## src/rtl/mult_pkg.sv

```systemverilog
// mult_pkg
// Shared definitions for the sequential signed multiplier with BCD display:
//   state_e     - controller FSM state encoding
//   Add3Thresh  - double-dabble correction threshold (digit >= 5 gets +3)
//   clog2       - ceiling log2, usable in constant expressions
//   off_width   - width of the display-window offset (never below 1)
package mult_pkg;

  typedef enum logic [1:0] {
    StIdle = 2'd0,
    StMult = 2'd1,
    StConv = 2'd2,
    StDone = 2'd3
  } state_e;

  localparam logic [3:0] Add3Thresh = 4'd5;

  function automatic int unsigned clog2(input int unsigned value);
    int unsigned res;
    res = 0;
    for (int i = 0; i < 32; i++) begin
      if ((64'd1 << i) < {32'd0, value}) res = i + 1;
    end
    return res;
  endfunction

  function automatic int unsigned off_width(input int unsigned digits, input int unsigned window);
    int unsigned w;
    w = clog2(digits - window + 1);
    return (w > 0) ? w : 1;
  endfunction

endpackage

```

## src/rtl/bin_to_bcd_seq.sv

```systemverilog
// bin_to_bcd_seq
// Sequential binary-to-BCD converter (shift-add-3), one input bit per cycle.
// Ports:
//   i_clk, i_rst  - clock, asynchronous active-high reset
//   i_load        - capture i_bin and start a conversion (IN_W steps follow)
//   i_bin         - unsigned binary value to convert
//   o_busy        - conversion in progress
//   o_done        - high during the final step; o_bcd is the finished result in
//                   that same cycle, so a consumer can capture it on that edge
//   o_bcd         - DIGITS packed BCD digits, digit 0 in the LSBs
module bin_to_bcd_seq
  import mult_pkg::*;
#(
  parameter int unsigned IN_W   = 15,
  parameter int unsigned DIGITS = 5
) (
  input  logic                  i_clk,
  input  logic                  i_rst,
  input  logic                  i_load,
  input  logic [IN_W-1:0]       i_bin,
  output logic                  o_busy,
  output logic                  o_done,
  output logic [4*DIGITS-1:0]   o_bcd
);

  localparam int unsigned    CntW    = (clog2(IN_W) > 0) ? clog2(IN_W) : 1;
  localparam logic [CntW-1:0] CntLast = CntW'(IN_W - 1);

  logic [IN_W-1:0]     r_bin;
  logic [4*DIGITS-1:0] r_bcd;
  logic [CntW-1:0]     r_cnt;
  logic                r_busy;
  logic [4*DIGITS-1:0] w_adj;
  logic [4*DIGITS-1:0] w_step;

  // Correct every digit, then shift in the next binary MSB.
  always_comb begin
    w_adj = r_bcd;
    for (int unsigned d = 0; d < DIGITS; d++) begin
      if (r_bcd[4*d +: 4] >= Add3Thresh) w_adj[4*d +: 4] = r_bcd[4*d +: 4] + 4'd3;
    end
    w_step = (w_adj << 1) | {{(4*DIGITS-1){1'b0}}, r_bin[IN_W-1]};
  end

  always_ff @(posedge i_clk or posedge i_rst) begin
    if (i_rst) begin
      r_bin  <= '0;
      r_bcd  <= '0;
      r_cnt  <= '0;
      r_busy <= 1'b0;
    end else if (i_load) begin
      r_bin  <= i_bin;
      r_bcd  <= '0;
      r_cnt  <= '0;
      r_busy <= 1'b1;
    end else if (r_busy) begin
      r_bin <= r_bin << 1;
      r_bcd <= w_step;
      r_cnt <= r_cnt + 1'b1;
      if (r_cnt == CntLast) r_busy <= 1'b0;
    end
  end

  assign o_busy = r_busy;
  assign o_done = r_busy && (r_cnt == CntLast);
  assign o_bcd  = w_step;

endmodule

```

## src/rtl/seq_mult_bcd.sv

```systemverilog
// seq_mult_bcd
// Sequential signed multiplier (sign-magnitude shift-add) with BCD conversion
// of the product magnitude and a scrollable window of displayed digits.
// Ports:
//   clk, rst            - clock, asynchronous active-high reset
//   start               - accept MP/MC in IDLE or DONE; ignored while busy
//   MP, MC              - signed operands
//   scroll_l, scroll_r  - move the window up / down one digit (saturating)
//   busy                - multiplying or converting
//   done                - a valid result is held
//   product, sign       - signed product and its sign (0 for a zero product)
//   zero_flag           - product is zero
//   win_digits          - BCD digits [offset+WINDOW-1 .. offset]
//   offset              - current window position
module seq_mult_bcd
  import mult_pkg::*;
#(
  parameter int unsigned WIDTH  = 8,
  parameter int unsigned DIGITS = 5,
  parameter int unsigned WINDOW = 3
) (
  input  logic                                 clk,
  input  logic                                 rst,
  input  logic                                 start,
  input  logic signed [WIDTH-1:0]              MP,
  input  logic signed [WIDTH-1:0]              MC,
  input  logic                                 scroll_l,
  input  logic                                 scroll_r,
  output logic                                 busy,
  output logic                                 done,
  output logic signed [2*WIDTH-1:0]            product,
  output logic                                 sign,
  output logic                                 zero_flag,
  output logic [4*WINDOW-1:0]                  win_digits,
  output logic [off_width(DIGITS, WINDOW)-1:0] offset
);

  localparam int unsigned     OffW    = off_width(DIGITS, WINDOW);
  localparam logic [OffW-1:0] OffMax  = OffW'(DIGITS - WINDOW);
  localparam int unsigned     CntW    = (clog2(WIDTH) > 0) ? clog2(WIDTH) : 1;
  localparam logic [CntW-1:0] CntLast = CntW'(WIDTH - 1);
  localparam int unsigned     MagW    = 2 * WIDTH - 1;
  localparam int unsigned     WinW    = 4 * WINDOW;

  state_e                r_state;
  logic                  r_busy;
  logic                  r_done;
  logic [2*WIDTH-1:0]    r_mcand;
  logic [WIDTH-1:0]      r_mplier;
  logic [2*WIDTH-1:0]    r_acc;
  logic                  r_neg;
  logic [CntW-1:0]       r_cnt;
  logic [2*WIDTH-1:0]    r_product;
  logic                  r_sign;
  logic                  r_zero;
  logic [4*DIGITS-1:0]   r_bcd_hold;
  logic [OffW-1:0]       r_offset;

  logic [WIDTH-1:0]      w_abs_mp;
  logic [WIDTH-1:0]      w_abs_mc;
  logic [2*WIDTH-1:0]    w_acc_next;
  logic                  w_accept;
  logic                  w_conv_load;
  logic                  w_conv_busy;
  logic                  w_conv_done;
  logic [4*DIGITS-1:0]   w_conv_bcd;
  logic                  w_nonzero;

  // Unsigned magnitudes; -2^(WIDTH-1) maps to 2^(WIDTH-1), which still fits.
  assign w_abs_mp   = MP[WIDTH-1] ? WIDTH'(-MP) : MP;
  assign w_abs_mc   = MC[WIDTH-1] ? WIDTH'(-MC) : MC;
  assign w_acc_next = r_mplier[0] ? (r_acc + r_mcand) : r_acc;
  assign w_accept   = start && ((r_state == StIdle) || (r_state == StDone));
  assign w_nonzero  = |r_acc;

  // Hand the final partial product straight to the converter on the last
  // multiply step so conversion starts with no idle cycle.
  assign w_conv_load = (r_state == StMult) && (r_cnt == CntLast) && !w_conv_busy;

  bin_to_bcd_seq #(
    .IN_W   (MagW),
    .DIGITS (DIGITS)
  ) u_bin_to_bcd (
    .i_clk  (clk),
    .i_rst  (rst),
    .i_load (w_conv_load),
    .i_bin  (w_acc_next[MagW-1:0]),
    .o_busy (w_conv_busy),
    .o_done (w_conv_done),
    .o_bcd  (w_conv_bcd)
  );

  always_ff @(posedge clk or posedge rst) begin
    if (rst) begin
      r_state    <= StIdle;
      r_busy     <= 1'b0;
      r_done     <= 1'b0;
      r_mcand    <= '0;
      r_mplier   <= '0;
      r_acc      <= '0;
      r_neg      <= 1'b0;
      r_cnt      <= '0;
      r_product  <= '0;
      r_sign     <= 1'b0;
      r_zero     <= 1'b0;
      r_bcd_hold <= '0;
      r_offset   <= '0;
    end else begin
      unique case (r_state)
        StIdle, StDone: begin
          if (w_accept) begin
            r_mcand  <= {{WIDTH{1'b0}}, w_abs_mc};
            r_mplier <= w_abs_mp;
            r_acc    <= '0;
            r_neg    <= MP[WIDTH-1] ^ MC[WIDTH-1];
            r_cnt    <= '0;
            r_busy   <= 1'b1;
            r_done   <= 1'b0;
            r_state  <= StMult;
          end
        end
        StMult: begin
          r_acc    <= w_acc_next;
          r_mcand  <= r_mcand << 1;
          r_mplier <= r_mplier >> 1;
          r_cnt    <= r_cnt + 1'b1;
          if (r_cnt == CntLast) r_state <= StConv;
        end
        StConv: begin
          if (w_conv_done) begin
            r_product  <= (r_neg && w_nonzero) ? -r_acc : r_acc;
            r_sign     <= r_neg && w_nonzero;
            r_zero     <= !w_nonzero;
            r_bcd_hold <= w_conv_bcd;
            r_busy     <= 1'b0;
            r_done     <= 1'b1;
            r_state    <= StDone;
          end
        end
        default: r_state <= StIdle;
      endcase

      // Window position: start wins, simultaneous pulses cancel.
      if (w_accept) begin
        r_offset <= '0;
      end else if (scroll_l && !scroll_r && (r_offset != OffMax)) begin
        r_offset <= r_offset + 1'b1;
      end else if (scroll_r && !scroll_l && (r_offset != '0)) begin
        r_offset <= r_offset - 1'b1;
      end
    end
  end

  assign busy       = r_busy;
  assign done       = r_done;
  assign product    = r_product;
  assign sign       = r_sign;
  assign zero_flag  = r_zero;
  assign offset     = r_offset;
  assign win_digits = WinW'(r_bcd_hold >> {r_offset, 2'b00});

endmodule

```

## config.mk

```make
export PLATFORM = sky130hd
export DESIGN_NAME = seq_mult_bcd
export DESIGN_NICKNAME = d
export VERILOG_FILES = /design/src/rtl/mult_pkg.sv /design/src/rtl/bin_to_bcd_seq.sv /design/src/rtl/seq_mult_bcd.sv
export SDC_FILE = /design/constraint.sdc
export NUM_CORES = 1
export LEC_CHECK = 0
export ABC_CLOCK_PERIOD_IN_PS = 3830
export CAP_MARGIN = 20
export CORE_ASPECT_RATIO = 1.1
export CORE_MARGIN = 3
export CORE_UTILIZATION = 45
export CTS_CLUSTER_SIZE = 10
export DETAILED_ROUTE_END_ITERATION = 10
export DONT_BUFFER_PORTS = 1
export SLEW_MARGIN = 15
export SYNTH_ARGS = -nofsm -noshare
export SYNTH_HDL_FRONTEND = slang
export SYNTH_SLANG_ARGS = --single-unit
```

## constraint.sdc

```tcl
create_clock -name clk -period 3.83 [get_ports clk]
set_clock_uncertainty 0.05 [all_clocks]
set_input_delay 0.383 -clock clk [delete_from_list [all_inputs] [get_ports clk]]
set_output_delay 0.383 -clock clk [all_outputs]
set_load 0.1 [all_outputs]
```

==> flow_summary.toml <==
[worst_setup_path]
r2r_slack_ps = 1150
cp-start-kind = "flip-flop"
cp-end-kind = "output port"
r2r-start = "r_acc[0]"
worst-path-buf-inv = 0
worst-setup-path-type = "reg -> out"
cpPeakStageDelay_ps = 1000
slowest_stage = "dfrtp_2"
cp_cell_sequence = "mux4_2"
critPathTopFamily = "flip-flops"
r2r_end = "u_bin_to_bcd.r_bin[12]"
reg2reg_depth = 8
cp_max_fo = 23
crit_required_ps = 3400
crit_arrival_ps = 2330

[synth]
ys_types = 58
ys_ff_latch = 128
syn_area_um2 = 7290
synth_nets = 836
ys.flop_type = "dfrtp_1"
synth_area_per_cell_um2 = 9.35
seq_area_frac_synth_pct = 44.0
syn_inst = 779
yosysWarnings = 0
synth_enable_flop_cells = 0
async_flop_share_pct = 100

[timing]
worst_pin_slew_ps = 956
hold_viol = 0
finalMaxSlewViolations = 0
max_slew_margin_pct = 36.2
period_share_pct = 72.0
setup_tns_ps = 0
setup_viol = 0
rsz0062_at_grt = "false"
max_freq_mhz = 362
fin_crit_ps = 2760

[layout]
area_growth_pct = 12.8
multi_input_area_um2 = 3850
drive_gt1_share_pct = 9.75
ff_latch_area_um2 = 3210
n_fill_cell = 1441
nNetsFinal = 834
antennaDiodeCount = 0

[worst_hold_path]
worstHoldStart = "scroll_l"
hold_path.class = "in -> reg"
hold_path_depth = 2
hold_path_end = "offset[1]"

[global_routing]
grt_pass1_vias = 5624
antenna_found_initial = 0
grt_max_degree = 66
grtUsageTotal_pct = 20.4
grt_pass1_wl_um = 29000
grt_remaining_overflow = 0

[flow_run]
drv_cap = 0

[place]
routabilityCongestion = 0.914
placement.io_buffers = 0
hpwl_um = 12400

[drt]
detail_route.wirelength_um = 17100
drc_errors = 0
postRouteAntennaNets = 0
avgRoutedWirePerCell_um = 17.2
via_per_inst = 5.64
via_count = 5580
drtIter0Drc = 366
first_pass_iters = 5

[clock_network]
cts_buffers = 17
clockBufferDepth = 2
cts_resized = 0
path_clk_slew_ps = 50
clock_sinks = 128
cts_tree = "yes"
clk_latency_ps = 420
root_buffer = "clkbuf_16"
cts_max_level = 4

[power]
pwr_density_cell_nw_per_um2 = 683
ir_worst_vdd_mv = 0.352
leakagePower_nw = 3.71
power_mw = 5.61

[floorplan]
rows = 48
die_h_um = 139
die_w_um = 127
die_area_um2 = 17800
coreArea_um2 = 15800
start_util_pct = 46.1
io_pins = 55

[status]
status = "finished clean"
-- through the flow --
step / hold slack, ps / std cells / setup WS (ps) / util, % / cell area (µm²)
after detailed placement: 319 / 955 / 1170 / 47.9 / 7570
after floorplan: 393 / 779 / 89.8 / - / 7290
after global routing: 70.7 / 990 / 955 / 52.0 / 8220
after global placement: 314 / 955 / 1190 / 47.9 / 7570
final: 67.1 / 990 / 1070 / 52.0 / 8220
after CTS: 53.8 / 990 / 1050 / 52.0 / 8220
-- placed cells by master, fill, tap and decap left out, drive strengths merged, types with 10 or more instances in the layout --
cell type and n:
xnor2 28, nand2b 10, dfrtp 128, nand2 111, a22o 27, mux2i 22, nor2 52, nand3 10
mux2 16, o31ai 12, nor2b 12, buf 20, a211oi 11, o21ai 93, clkbuf 22, inv 24
a21oi 48, xor2 14, ha 35
-- cell type report --
class                      instances  share of cell area (%)
tap                              200                    3.05
clock buffer                      22                    5.89
sequential                       128                    39.0
clock inverter                    10                    1.61
timing repair buffer              23                    2.35
inverter                          25                    1.19
multi-input combinational        582                    46.9
-- per-layer routing --
layer  GRT usage, %  vias up  wire length, µm
met3           4.22       23              503
met2           33.7       83             8400
met1           26.5     2713             7810
met4           7.11        0              346
li1               -     2761                -
met5              0        -                0
-- power breakdown --
group / switching, mW / total (mW) / leakage [nW] / internal, mW
Combinational: 1.30 / 2.05 / 1.68 / 0.747
Sequential: 0.330 / 1.88 / 1.74 / 1.55
Clock: 0.594 / 1.68 / 0.298 / 1.09
-- synthesized netlist by cell type (2+ instances only) --
cell type / n / area [µm²]
a211oi_1: 11 / 82.6
a21o_1: 8 / 60.1
a21oi_1: 48 / 240
a221oi_1: 2 / 17.5
a22o_1: 27 / 236
a31oi_1: 4 / 25.0
a32o_1: 2 / 20.0
and2_1: 5 / 31.3
and3_1: 9 / 56.3
buf_1: 3 / 11.3
buf_2: 2 / 10.0
clkbuf_1: 38 / 143
dfrtp_1: 128 / 3200
ha_1: 35 / 438
inv_1: 25 / 93.8
mux2_1: 14 / 158
mux2_2: 2 / 22.5
mux2i_1: 22 / 220
mux4_2: 4 / 90.1
nand2_1: 111 / 417
nand2b_1: 10 / 62.6
nand3_1: 10 / 50.1
nor2_1: 52 / 195
nor2b_1: 12 / 75.1
nor3_1: 9 / 45.0
nor3b_1: 3 / 22.5
nor4_1: 3 / 18.8
o211ai_1: 2 / 15.0
o21a_1: 2 / 15.0
o21ai_0: 58 / 290
o21ai_1: 35 / 175
o21bai_1: 2 / 15.0
o221ai_1: 3 / 26.3
o22ai_1: 3 / 18.8
o31ai_1: 11 / 82.6
or4_1: 2 / 15.0
xnor2_1: 28 / 245
xor2_1: 14 / 123
-- state kept, by name, indices dropped and copies added (netlist names) --
register             flops
busy                     1
done                     1
offset                   2
product                 16
r_acc                   16
r_bcd_hold              20
r_cnt                    3
r_mcand                 16
r_mplier                 8
r_neg                    1
r_state                  2
sign                     1
u_bin_to_bcd.o_busy      1
u_bin_to_bcd.r_bcd      20
u_bin_to_bcd.r_bin      15
u_bin_to_bcd.r_cnt       4
zero_flag                1
-- kinds of logic after synthesis --
logic type,after synthesis,share of synthesized area [%]
and+or+nand+nor,232,14.4
adders and majority gates,36,6.29
AOI/OAI and AO/OA,230,19.9
buffers and inverters,69,3.69
xor gates and xnor gates,42,5.05
muxes,42,6.73
DFF,128,44.0
-- what timing repair did --
item	in CTS	in global routing
hold buffers	3	0
endpoints found under the hold margin	25	0
setup buffers	0	0
-- worst max path at each step --
stage                          from                      to  slack [ps]  depth (start not counted)
after floorplan           offset[1]           win_digits[6]          90                          4
after global placement     r_acc[0]  u_bin_to_bcd.r_bin[12]        1190                          8
after detailed placement   r_acc[0]  u_bin_to_bcd.r_bin[12]        1170                          8
after CTS                 offset[0]           win_digits[2]        1050                          1
after global routing       r_acc[0]  u_bin_to_bcd.r_bin[12]         960                          8
final                     offset[0]           win_digits[2]        1070                          1
Power figures use the tool's default switching activity.
